==> config.mk <==
export PLATFORM = sky130hd
export DESIGN_NAME = seg_reader
export DESIGN_NICKNAME = d
export VERILOG_FILES = /design/src/rtl/seg_pkg.sv /design/src/rtl/seg_byte_decode.sv /design/src/rtl/seg_reader.sv
export SDC_FILE = /design/constraint.sdc
export NUM_CORES = 1
export LEC_CHECK = 0
export BUFFER_PORTS_ARGS = -buffer_cell sky130_fd_sc_hd__buf_2
export CORE_MARGIN = 1
export CORE_UTILIZATION = 58
export DETAILED_ROUTE_END_ITERATION = 16
export PLACE_DENSITY = 0.81
export REMOVE_ABC_BUFFERS = 1
export SYNTH_ARGS = -nofsm -noshare
export SYNTH_HDL_FRONTEND = slang
export SYNTH_SLANG_ARGS = --single-unit
==> constraint.sdc <==
create_clock -name clk -period 2.8 [get_ports clk]
set_input_delay 0.28 -clock clk [delete_from_list [all_inputs] [get_ports clk]]
set_output_delay 0.28 -clock clk [all_outputs]
set_load 0.03 [all_outputs]
==> src/rtl/seg_pkg.sv <==
// seg_pkg: shared constants and types for the seven-segment readback block.
//   - SEG_0..SEG_F : segment patterns (a..g in bits 7..1, dp in bit 0 = 0)
//   - SEG_BLANK    : all segments off
//   - SEG_DP_MASK  : keeps a..g, drops the decimal point
//   - state_t      : IDLE (nothing committed since reset) / TRACK
package seg_pkg;

    localparam logic [7:0] SEG_0 = 8'hFC;
    localparam logic [7:0] SEG_1 = 8'h60;
    localparam logic [7:0] SEG_2 = 8'hDA;
    localparam logic [7:0] SEG_3 = 8'hF2;
    localparam logic [7:0] SEG_4 = 8'h66;
    localparam logic [7:0] SEG_5 = 8'hB6;
    localparam logic [7:0] SEG_6 = 8'hBE;
    localparam logic [7:0] SEG_7 = 8'hE0;
    localparam logic [7:0] SEG_8 = 8'hFE;
    localparam logic [7:0] SEG_9 = 8'hF6;
    localparam logic [7:0] SEG_A = 8'hEE;
    localparam logic [7:0] SEG_B = 8'h3E;
    localparam logic [7:0] SEG_C = 8'h9C;
    localparam logic [7:0] SEG_D = 8'h7A;
    localparam logic [7:0] SEG_E = 8'h9E;
    localparam logic [7:0] SEG_F = 8'h8E;

    localparam logic [7:0] SEG_BLANK   = 8'h00;
    localparam logic [7:0] SEG_DP_MASK = 8'hFE;

    typedef enum logic {
        IDLE  = 1'b0,
        TRACK = 1'b1
    } state_t;

endpackage

==> src/rtl/seg_byte_decode.sv <==
// seg_byte_decode: combinational decode of one seven-segment byte.
//   seg_byte [7:0] in  : a..g in bits 7..1, dp in bit 0 (ignored)
//   legal          out : byte is one of the 16 hex digit patterns
//   blank          out : byte is all segments off
//   nibble   [3:0] out : decoded hex value (0 when not legal)
module seg_byte_decode
    import seg_pkg::*;
(
    input  logic [7:0] seg_byte,
    output logic       legal,
    output logic       blank,
    output logic [3:0] nibble
);

    logic [7:0] masked;

    always_comb begin
        masked = seg_byte & SEG_DP_MASK;
        legal  = 1'b1;
        nibble = 4'h0;
        blank  = (masked == SEG_BLANK);
        case (masked)
            SEG_0:   nibble = 4'h0;
            SEG_1:   nibble = 4'h1;
            SEG_2:   nibble = 4'h2;
            SEG_3:   nibble = 4'h3;
            SEG_4:   nibble = 4'h4;
            SEG_5:   nibble = 4'h5;
            SEG_6:   nibble = 4'h6;
            SEG_7:   nibble = 4'h7;
            SEG_8:   nibble = 4'h8;
            SEG_9:   nibble = 4'h9;
            SEG_A:   nibble = 4'hA;
            SEG_B:   nibble = 4'hB;
            SEG_C:   nibble = 4'hC;
            SEG_D:   nibble = 4'hD;
            SEG_E:   nibble = 4'hE;
            SEG_F:   nibble = 4'hF;
            default: legal  = 1'b0;
        endcase
    end

endmodule

==> src/rtl/seg_reader.sv <==
// seg_reader: observes the 16-bit seven-segment bus, commits a pattern once
// it has been stable, classifies it, and checks that successive valid
// values count down by one. Pure observer; never drives the display.
//   clk, rst (sync, active-low)
//   seg [15:0]       : [15:8] high digit byte, [7:0] low digit byte
//   clear            : zero step_count and err_count (wins over increments)
//   digit_hi/lo      : last committed legal digits
//   valid/blank/illegal/mismatch : classification of the last commit
//   update           : one-cycle pulse per commit
//   step_err         : pulse with update when the count-down step is wrong
//   step_count       : valid commits (wraps); err_count : step errors (sat.)
module seg_reader
    import seg_pkg::*;
#(
    parameter int STABLE_CYCLES = 4,
    parameter int CNT_W         = 16
) (
    input  logic             clk,
    input  logic             rst,
    input  logic [15:0]      seg,
    input  logic             clear,
    output logic [3:0]       digit_hi,
    output logic [3:0]       digit_lo,
    output logic             valid,
    output logic             blank,
    output logic             illegal,
    output logic             mismatch,
    output logic             update,
    output logic             step_err,
    output logic [CNT_W-1:0] step_count,
    output logic [7:0]       err_count
);

    localparam int STAB_W = (STABLE_CYCLES > 1) ? $clog2(STABLE_CYCLES) : 1;
    localparam logic [STAB_W-1:0] STAB_MAX = STAB_W'(STABLE_CYCLES - 1);

    logic [15:0]       seg_q, seg_d;
    logic [STAB_W-1:0] stab_q, stab_d;
    state_t            state_q, state_d;
    logic [15:0]       committed_q, committed_d;
    logic [3:0]        digit_hi_q, digit_hi_d, digit_lo_q, digit_lo_d;
    logic              valid_q, valid_d, blank_q, blank_d;
    logic              illegal_q, illegal_d, mismatch_q, mismatch_d;
    logic              update_q, update_d, step_err_q, step_err_d;
    logic [CNT_W-1:0]  step_count_q, step_count_d;
    logic [7:0]        err_count_q, err_count_d;

    logic       legal_hi, legal_lo, blank_hi, blank_lo;
    logic [3:0] nib_hi, nib_lo;
    logic [15:0] masked;
    logic       commit, new_valid, new_blank;
    logic [3:0] expected_lo;

    seg_byte_decode u_dec_hi (
        .seg_byte (seg_q[15:8]),
        .legal    (legal_hi),
        .blank    (blank_hi),
        .nibble   (nib_hi)
    );

    seg_byte_decode u_dec_lo (
        .seg_byte (seg_q[7:0]),
        .legal    (legal_lo),
        .blank    (blank_lo),
        .nibble   (nib_lo)
    );

    always_comb begin
        seg_d        = seg;
        stab_d       = stab_q;
        state_d      = state_q;
        committed_d  = committed_q;
        digit_hi_d   = digit_hi_q;
        digit_lo_d   = digit_lo_q;
        valid_d      = valid_q;
        blank_d      = blank_q;
        illegal_d    = illegal_q;
        mismatch_d   = mismatch_q;
        step_err_d   = 1'b0;
        step_count_d = step_count_q;
        err_count_d  = err_count_q;

        masked      = seg_q & {SEG_DP_MASK, SEG_DP_MASK};
        new_valid   = legal_hi & legal_lo;
        new_blank   = blank_hi & blank_lo;
        expected_lo = digit_lo_q - 4'd1;

        // seg != seg_q here means the value loaded into seg_q at this edge
        // differs from the one it replaces, so the stable run restarts.
        if (seg != seg_q) begin
            stab_d = '0;
        end else if (stab_q != STAB_MAX) begin
            stab_d = stab_q + 1'b1;
        end

        // Compare with dp masked so a dp-only flicker never re-commits.
        commit   = (stab_q == STAB_MAX) &&
                   ((state_q == IDLE) || (masked != committed_q));
        update_d = commit;

        if (commit) begin
            state_d     = TRACK;
            committed_d = masked;
            valid_d     = new_valid;
            blank_d     = new_blank;
            illegal_d   = !new_valid && !new_blank;
            mismatch_d  = new_valid && (nib_hi != nib_lo);
            if (new_valid) begin
                digit_hi_d = nib_hi;
                digit_lo_d = nib_lo;
            end
            // valid_q still describes the previous commit at this point.
            if ((state_q == TRACK) && valid_q && new_valid &&
                (nib_lo != expected_lo)) begin
                step_err_d = 1'b1;
            end
        end

        if (clear) begin
            step_count_d = '0;
        end else if (commit && new_valid) begin
            step_count_d = step_count_q + 1'b1;
        end

        if (clear) begin
            err_count_d = '0;
        end else if (step_err_d && (err_count_q != 8'hFF)) begin
            err_count_d = err_count_q + 8'd1;
        end
    end

    always_ff @(posedge clk) begin
        if (!rst) begin
            // seg_q clears too, so the first sample after reset always
            // starts a fresh stable run.
            seg_q        <= '0;
            stab_q       <= '0;
            state_q      <= IDLE;
            committed_q  <= '0;
            digit_hi_q   <= '0;
            digit_lo_q   <= '0;
            valid_q      <= 1'b0;
            blank_q      <= 1'b0;
            illegal_q    <= 1'b0;
            mismatch_q   <= 1'b0;
            update_q     <= 1'b0;
            step_err_q   <= 1'b0;
            step_count_q <= '0;
            err_count_q  <= '0;
        end else begin
            seg_q        <= seg_d;
            stab_q       <= stab_d;
            state_q      <= state_d;
            committed_q  <= committed_d;
            digit_hi_q   <= digit_hi_d;
            digit_lo_q   <= digit_lo_d;
            valid_q      <= valid_d;
            blank_q      <= blank_d;
            illegal_q    <= illegal_d;
            mismatch_q   <= mismatch_d;
            update_q     <= update_d;
            step_err_q   <= step_err_d;
            step_count_q <= step_count_d;
            err_count_q  <= err_count_d;
        end
    end

    assign digit_hi   = digit_hi_q;
    assign digit_lo   = digit_lo_q;
    assign valid      = valid_q;
    assign blank      = blank_q;
    assign illegal    = illegal_q;
    assign mismatch   = mismatch_q;
    assign update     = update_q;
    assign step_err   = step_err_q;
    assign step_count = step_count_q;
    assign err_count  = err_count_q;

endmodule

# --- Yosys cells after proc, flatten, opt, wreduce, memory -nomap -nowiden ---
# Cells that the tools add are included.
# Widths: inputs -> output; s select.
op_classes:
  bitwise: 4
  n_addsub: 4
  muxes: 6
  reduce_logical: 18
  n_eq_ne: 39
ops:
  columns: ["operator", "count"]
  rows:
  - ["$eq 7x7->1 const B", 24]
  - ["$pmux 4 s15", 2]
  - ["$eq 7x6->1 const B", 6]
  - ["$reduce_or 16->1", 2]
  - ["$add 16x1->16 const B", 1]
  - ["$logic_not 8->1", 2]
  - ["$ne 16x16->1", 1]
  - ["$eq 7x5->1 const B", 2]
  - ["$ne 14x14->1", 1]
  - ["$add 8x1->8 const B", 1]
  - ["$logic_and 1x1->1", 8]
  - ["$ne 4x4->1", 2]
  - ["$ne 8x8->1 const B", 1]
  - ["$mux 1", 4]
  - ["$reduce_or 2->1", 2]
  - ["$sub 4x1->4 const B", 1]
  - ["$add 2x1->2 const B", 1]
  - ["$and 1x1->1", 2]
  - ["$eq 2x2->1 const B", 1]
  - ["$logic_not 1->1", 2]
  - ["$ne 2x2->1 const B", 1]
  - ["$not 1->1", 2]
  - ["$reduce_and 2->1", 1]
  - ["$logic_or 1x1->1", 1]
word_totals:
  ff_bits: 71
  inputBits: 19

# --- Logic depth before layout (Yosys ltp) ---
logic_depth:
  depth_word: 9
  ltp_mapped: 11
  ltp_nobuf: 7

# --- Modules after synthesis ---
# A second synthesis with hierarchy kept.
unflattened:
  hier_cells: 451
  area_unflattened_um2: 3977.6
modules_own_cells:
  columns: ["mod", "area_per_inst_um2", "cells_per_inst", "instances", "seq_area_each_um2"]
  rows:
  - ["seg_reader", 3169.3, 339, 1, 1421.4]
  - ["seg_byte_decode", 404.1, 56, 2, 0.0]

# --- Least setup slack after synthesis ---
# No wires, ideal clock.
synth_timing:
  kind: "reg-to-reg"
  startpoint: "register seg_q[2]"
  endpoint: "register err_count_q[5] (netlist: err_count[5])"
  path_slack_ns: 0.504
  path_buffers: 1
  t_arrival_ns: 2.225
  setup_ns: 0.071
  stages_incl_launch_ff: 9
  cell_sequence: "dfxtp_1 -> buf_6 -> or3b_1 -> a2111oi_2 -> nor3_1 -> xnor2_1 -> and4_4 -> or4_1 -> a21oi_1"
synth_between:
  elab_chain_cells: 9
  elab_cells_between_ends: 29
  cone_classes: "eq/ne (18); mux (4); bitwise (1); reduce/logical (6)"
synth_lines:
  columns: ["item", "line_no", "source"]
  rows:
  - ["from (decl)", "seg_reader.sv:37", "logic [15:0] seg_q, seg_d;"]
  - ["from (signal assigned)", "seg_reader.sv:151", "seg_q <= seg_d;"]
  - ["$eq 7x7->1, or another cell as far along", "seg_byte_decode.sv:22", "case (masked)"]
  - ["$reduce_or 16->1 (no source line)", null, null]
  - ["$mux 1", "seg_byte_decode.sv:22", null]
  - ["$and 1x1->1", "seg_reader.sv:84", "new_valid = legal_hi & legal_lo;"]
  - ["$logic_and 1x1->1 (2 in series)", "seg_reader.sv:113", "if ((state_q == TRACK) && valid_q && new_valid &&"]
  - ["$mux 1", "seg_reader.sv:113", null]
  - ["$mux 1 *", "seg_reader.sv:101", "if (commit) begin"]
  - ["$logic_and 1x1->1 *", "seg_reader.sv:127", "end else if (step_err_d && (err_count_q != 8'hFF)) begin"]
  - ["to (signal assigned)", "seg_reader.sv:164", "err_count_q <= err_count_d;"]
  - ["to (decl)", "seg_reader.sv:46", "logic [7:0] err_count_q, err_count_d;"]
# Every way passes the cells marked *; elsewhere a longest branch is shown, timed or not.
# A chain may end at the register's enable or synchronous reset.

# --- Final worst setup path ---
layout_timing:
  startpoint: "register seg_q[9]"
  endpoint: "register err_count_q[4] (netlist: err_count[4])"
# The elaborated chain is that of the path after synthesis.

==> flow_summary.yaml <==
outcome:
  outcome: "complete, but fails checks"
  violations: "DRC"
power_and_ir_drop:
  total_power_mw: 1.97
  peakVddDrop_uv: 327
  p_per_area_nw_per_um2: 434
  p_leak_nw: 1.66
final_layout:
  area_delta_synth_final_pct: 13.8
  nNetsFinal: 534
  drive_above_1_share_pct: 22.9
  diodes: 0
synth:
  synthFlopType: "dfxtp_1"
  yosysWarnings: 0
  yosysTopAreaCell: "dfxtp_1"
  synth_top_area_share_pct: 35.6
  synth_simple_gate_area_share_pct: 29.8
  synthCells: 454
  syn_avg_cell_area_um2: 8.79
  synth_compound_area_share_pct: 12.8
  yosys-top-cells-area: "dfxtp_1 36%, xnor2_1 7.7%, mux2i_1 5.0%"
  synthDistinctLibCells: 63
  synthArstFlopShare_pct: 0
  synthAdderAreaFrac_pct: 1.25
  syn-cell-area_um2: 3990
  ys_seq_elements: 71
  ys_seq_area_share_pct: 35.6
  synthXorXnorAreaFrac_pct: 10.3
  synth_top_family_by_area: "simple AND/OR/NAND/NOR gates"
  synth-edff-count: 0
  synth.area.mux_share_pct: 5.01
cts:
  htree_levels: 3
  cts.sinks: 71
  path_clk_slew_ns: 0.08
  cts_buffer_depth: 2
  cts-root-buf: "clkbuf_8"
  tritoncts: "built"
  clock_latency_ns: 0.35
  numCtsBuffers: 9
timing:
  slew_viol_final: 0
  worst_slew_pin_slew_ns: 0.954
  setup_viol: 0
  max_slew_margin_pct: 36.3
  fin_crit_sh_pct: 93.7
  finalCriticalPeriod_ns: 2.62
  rsz0062_at_grt: "false"
  tns_ns: 0
  max_clock_freq_ghz: 0.381
  hold_viol_final: 0
  skew_ns: 0.0133
detailed_routing:
  drt_iter0_drc: 187
  drt-vias-per-instance: 5.96
  ant_nets: 0
  drt-total-wl_um: 9050
  wire_per_inst_um: 15.3
  vias: 3532
  drc: 7
  drt-pass1-iter-count: 12
global_routing:
  grt_max_degree: 30
  overflow: 0
  antenna_found_initial: 0
  grt_pass1_wl_um: 15000
  grt_pass1_vias: 3189
  gr-usage-all-layers_pct: 26.1
die:
  dieArea_um2: 7220
  row_count: 29
  dieHeight_um: 85.0
  core_area_um2: 6490
  initial_core_util_pct: 61.5
  io_pins: 57
  die_x_um: 85.0
setup_path:
  cp-start-kind: "flip-flop"
  required_ns: 3.08
  ff2ff_path_depth: 7
  path_class: "reg -> reg"
  r2r_setup_slack_ns: 0.18
  cp_data_arrival_time_ns: 2.91
  crit-reg2reg-launch: "seg_q[9]"
  critPathMaxFanout: 22
  cp-end-kind: "flip-flop"
  r2r-end: "err_count[4]"
worst_hold_path:
  min_from: "seg[7]"
  min_path_type: "in -> reg"
  holdPathStages: 2
  hold_end: "seg_q[7]"
place:
  place.gp.congestion: 0.893
  io_buffers: 56
  dp_hpwl_um: 6520
flow_run:
  maxCapViolations: 0
## registers in the layout (all words and copies together), names as in the netlist
signal       flops
mismatch         1
state_q          1
digit_lo         4
err_count        8
step_err         1
digit_hi         4
stab_q           2
update           1
valid            1
seg_q           16
blank            1
illegal          1
committed_q     14
step_count      16
## synthesized netlist by cell type, types with 3 or more instances
cell type and number:
nor3_1 13, nor4_1 4, o21ai_0 8, a211oi_1 5
xor2_1 12, a21oi_1 20, or4_1 13, o22ai_1 5
nand3_4 3, nand2_1 27, or3b_2 3, nand4_1 14
nor2_1 44, or2_2 3, o31ai_1 13, or3_1 5
nand2b_1 4, buf_4 5, clkbuf_1 7, and2_1 18
buf_2 14, and3_1 7, or4bb_1 4, nand3_1 16
mux2i_1 20, ha_1 4, dfxtp_1 71, xnor2_1 35
inv_1 12, nand4b_1 4
## worst max path at each step
stage               startpoint        endpoint  slack [ns]
global route         seg_q[13]    err_count[4]        0.02
finish                seg_q[9]    err_count[4]        0.18
global placement      seg_q[3]    err_count[7]        0.22
detailed placement    seg_q[4]    err_count[4]        0.12
floorplan            seg_q[11]  step_count[15]        0.06
CTS                   seg_q[4]    err_count[4]        0.10
## cells in the final DEF, fill, tap and decap left out, drive strengths merged, types with 3 or more instances in the layout
master / count
or3b: 5
o21ai: 9
o31ai: 13
mux2i: 20
nand2b: 4
buf: 76
or2: 3
nand4b: 4
inv: 12
nor2: 44
nor4: 5
nor3: 14
clkinv: 4
nand4: 16
xor2: 12
and3: 7
ha: 4
or3: 5
or4: 14
and2: 18
a211oi: 6
o22ai: 6
nand3: 20
xnor2: 35
dfxtp: 71
or4bb: 4
clkbuf: 10
nand2: 27
a21oi: 20
## logic make-up (layout without fill, tap and decap cells)
| group | count (synthesis) | after routing |
|---|---|---|
| simple gates | 199 | 199 |
| mux | 20 | 20 |
| buf+inv | 42 | 104 |
| xor+xnor | 47 | 47 |
| flops | 71 | 71 |
| compound gates | 71 | 71 |
| fa+ha+maj | 4 | 4 |
## routing by layer
layer  GRT usage [%]  vias to the layer above  share of wire, %
met3            3.79                       10               4.9
li1                -                     1760                 -
met1            34.8                     1641                47
met5               0                        -                 0
met4            9.86                        0               1.3
met2            42.8                      121                47
## power by group
group | internal [mW] | switching (mW) | leakage (nW)
clock | 0.348 | 0.413 | 0.0885
sequential | 1.02 | 0.0254 | 0.577
combinational | 0.0759 | 0.0882 | 0.999
total | 1.45 | 0.527 | 1.66
## stage by stage
step / cells / area, um2 / hold slack, ns / worst slack [ns] / util (%)
final: 593 / 4540 / 0.156 / 0.177 / 70.0
after global routing: 593 / 4540 / 0.159 / 0.0156 / 70.0
after CTS: 593 / 4540 / 0.148 / 0.101 / 69.9
after detailed placement: 577 / 4360 / 0.475 / 0.116 / 67.1
after global placement: 577 / 4360 / 0.459 / 0.221 / 67.1
after floorplan: 424 / 3830 / 0.402 / 0.0570 / -
## critical path: stages (launching register included)
cell,delay (ns)
dfxtp_1,0.45
nand3_2,0.15
or4b_1,0.53
o211a_1,0.27
nand3_4,0.16
nand3_4,0.24
or4_1,0.58
a21oi_1,0.18
## repair_timing
item,4_1_cts,5_1_grt
hold buffers,0,0
setup endpoints to repair,0,7
hold endpoints to repair,0,0
resized for setup,0,4
buffers inserted,0,0
## area by class of cell
type,instances,area [um2]
flip-flops and latches,71,1430
clock buffers,10,138
fillers,526,1950
inverters,12,45.0
well taps,77,96.3
multi-input cells,341,2360
repair buffers,76,430
clock inverters,6,46.3
No activity file was read; power rests on OpenSTA's default activity.
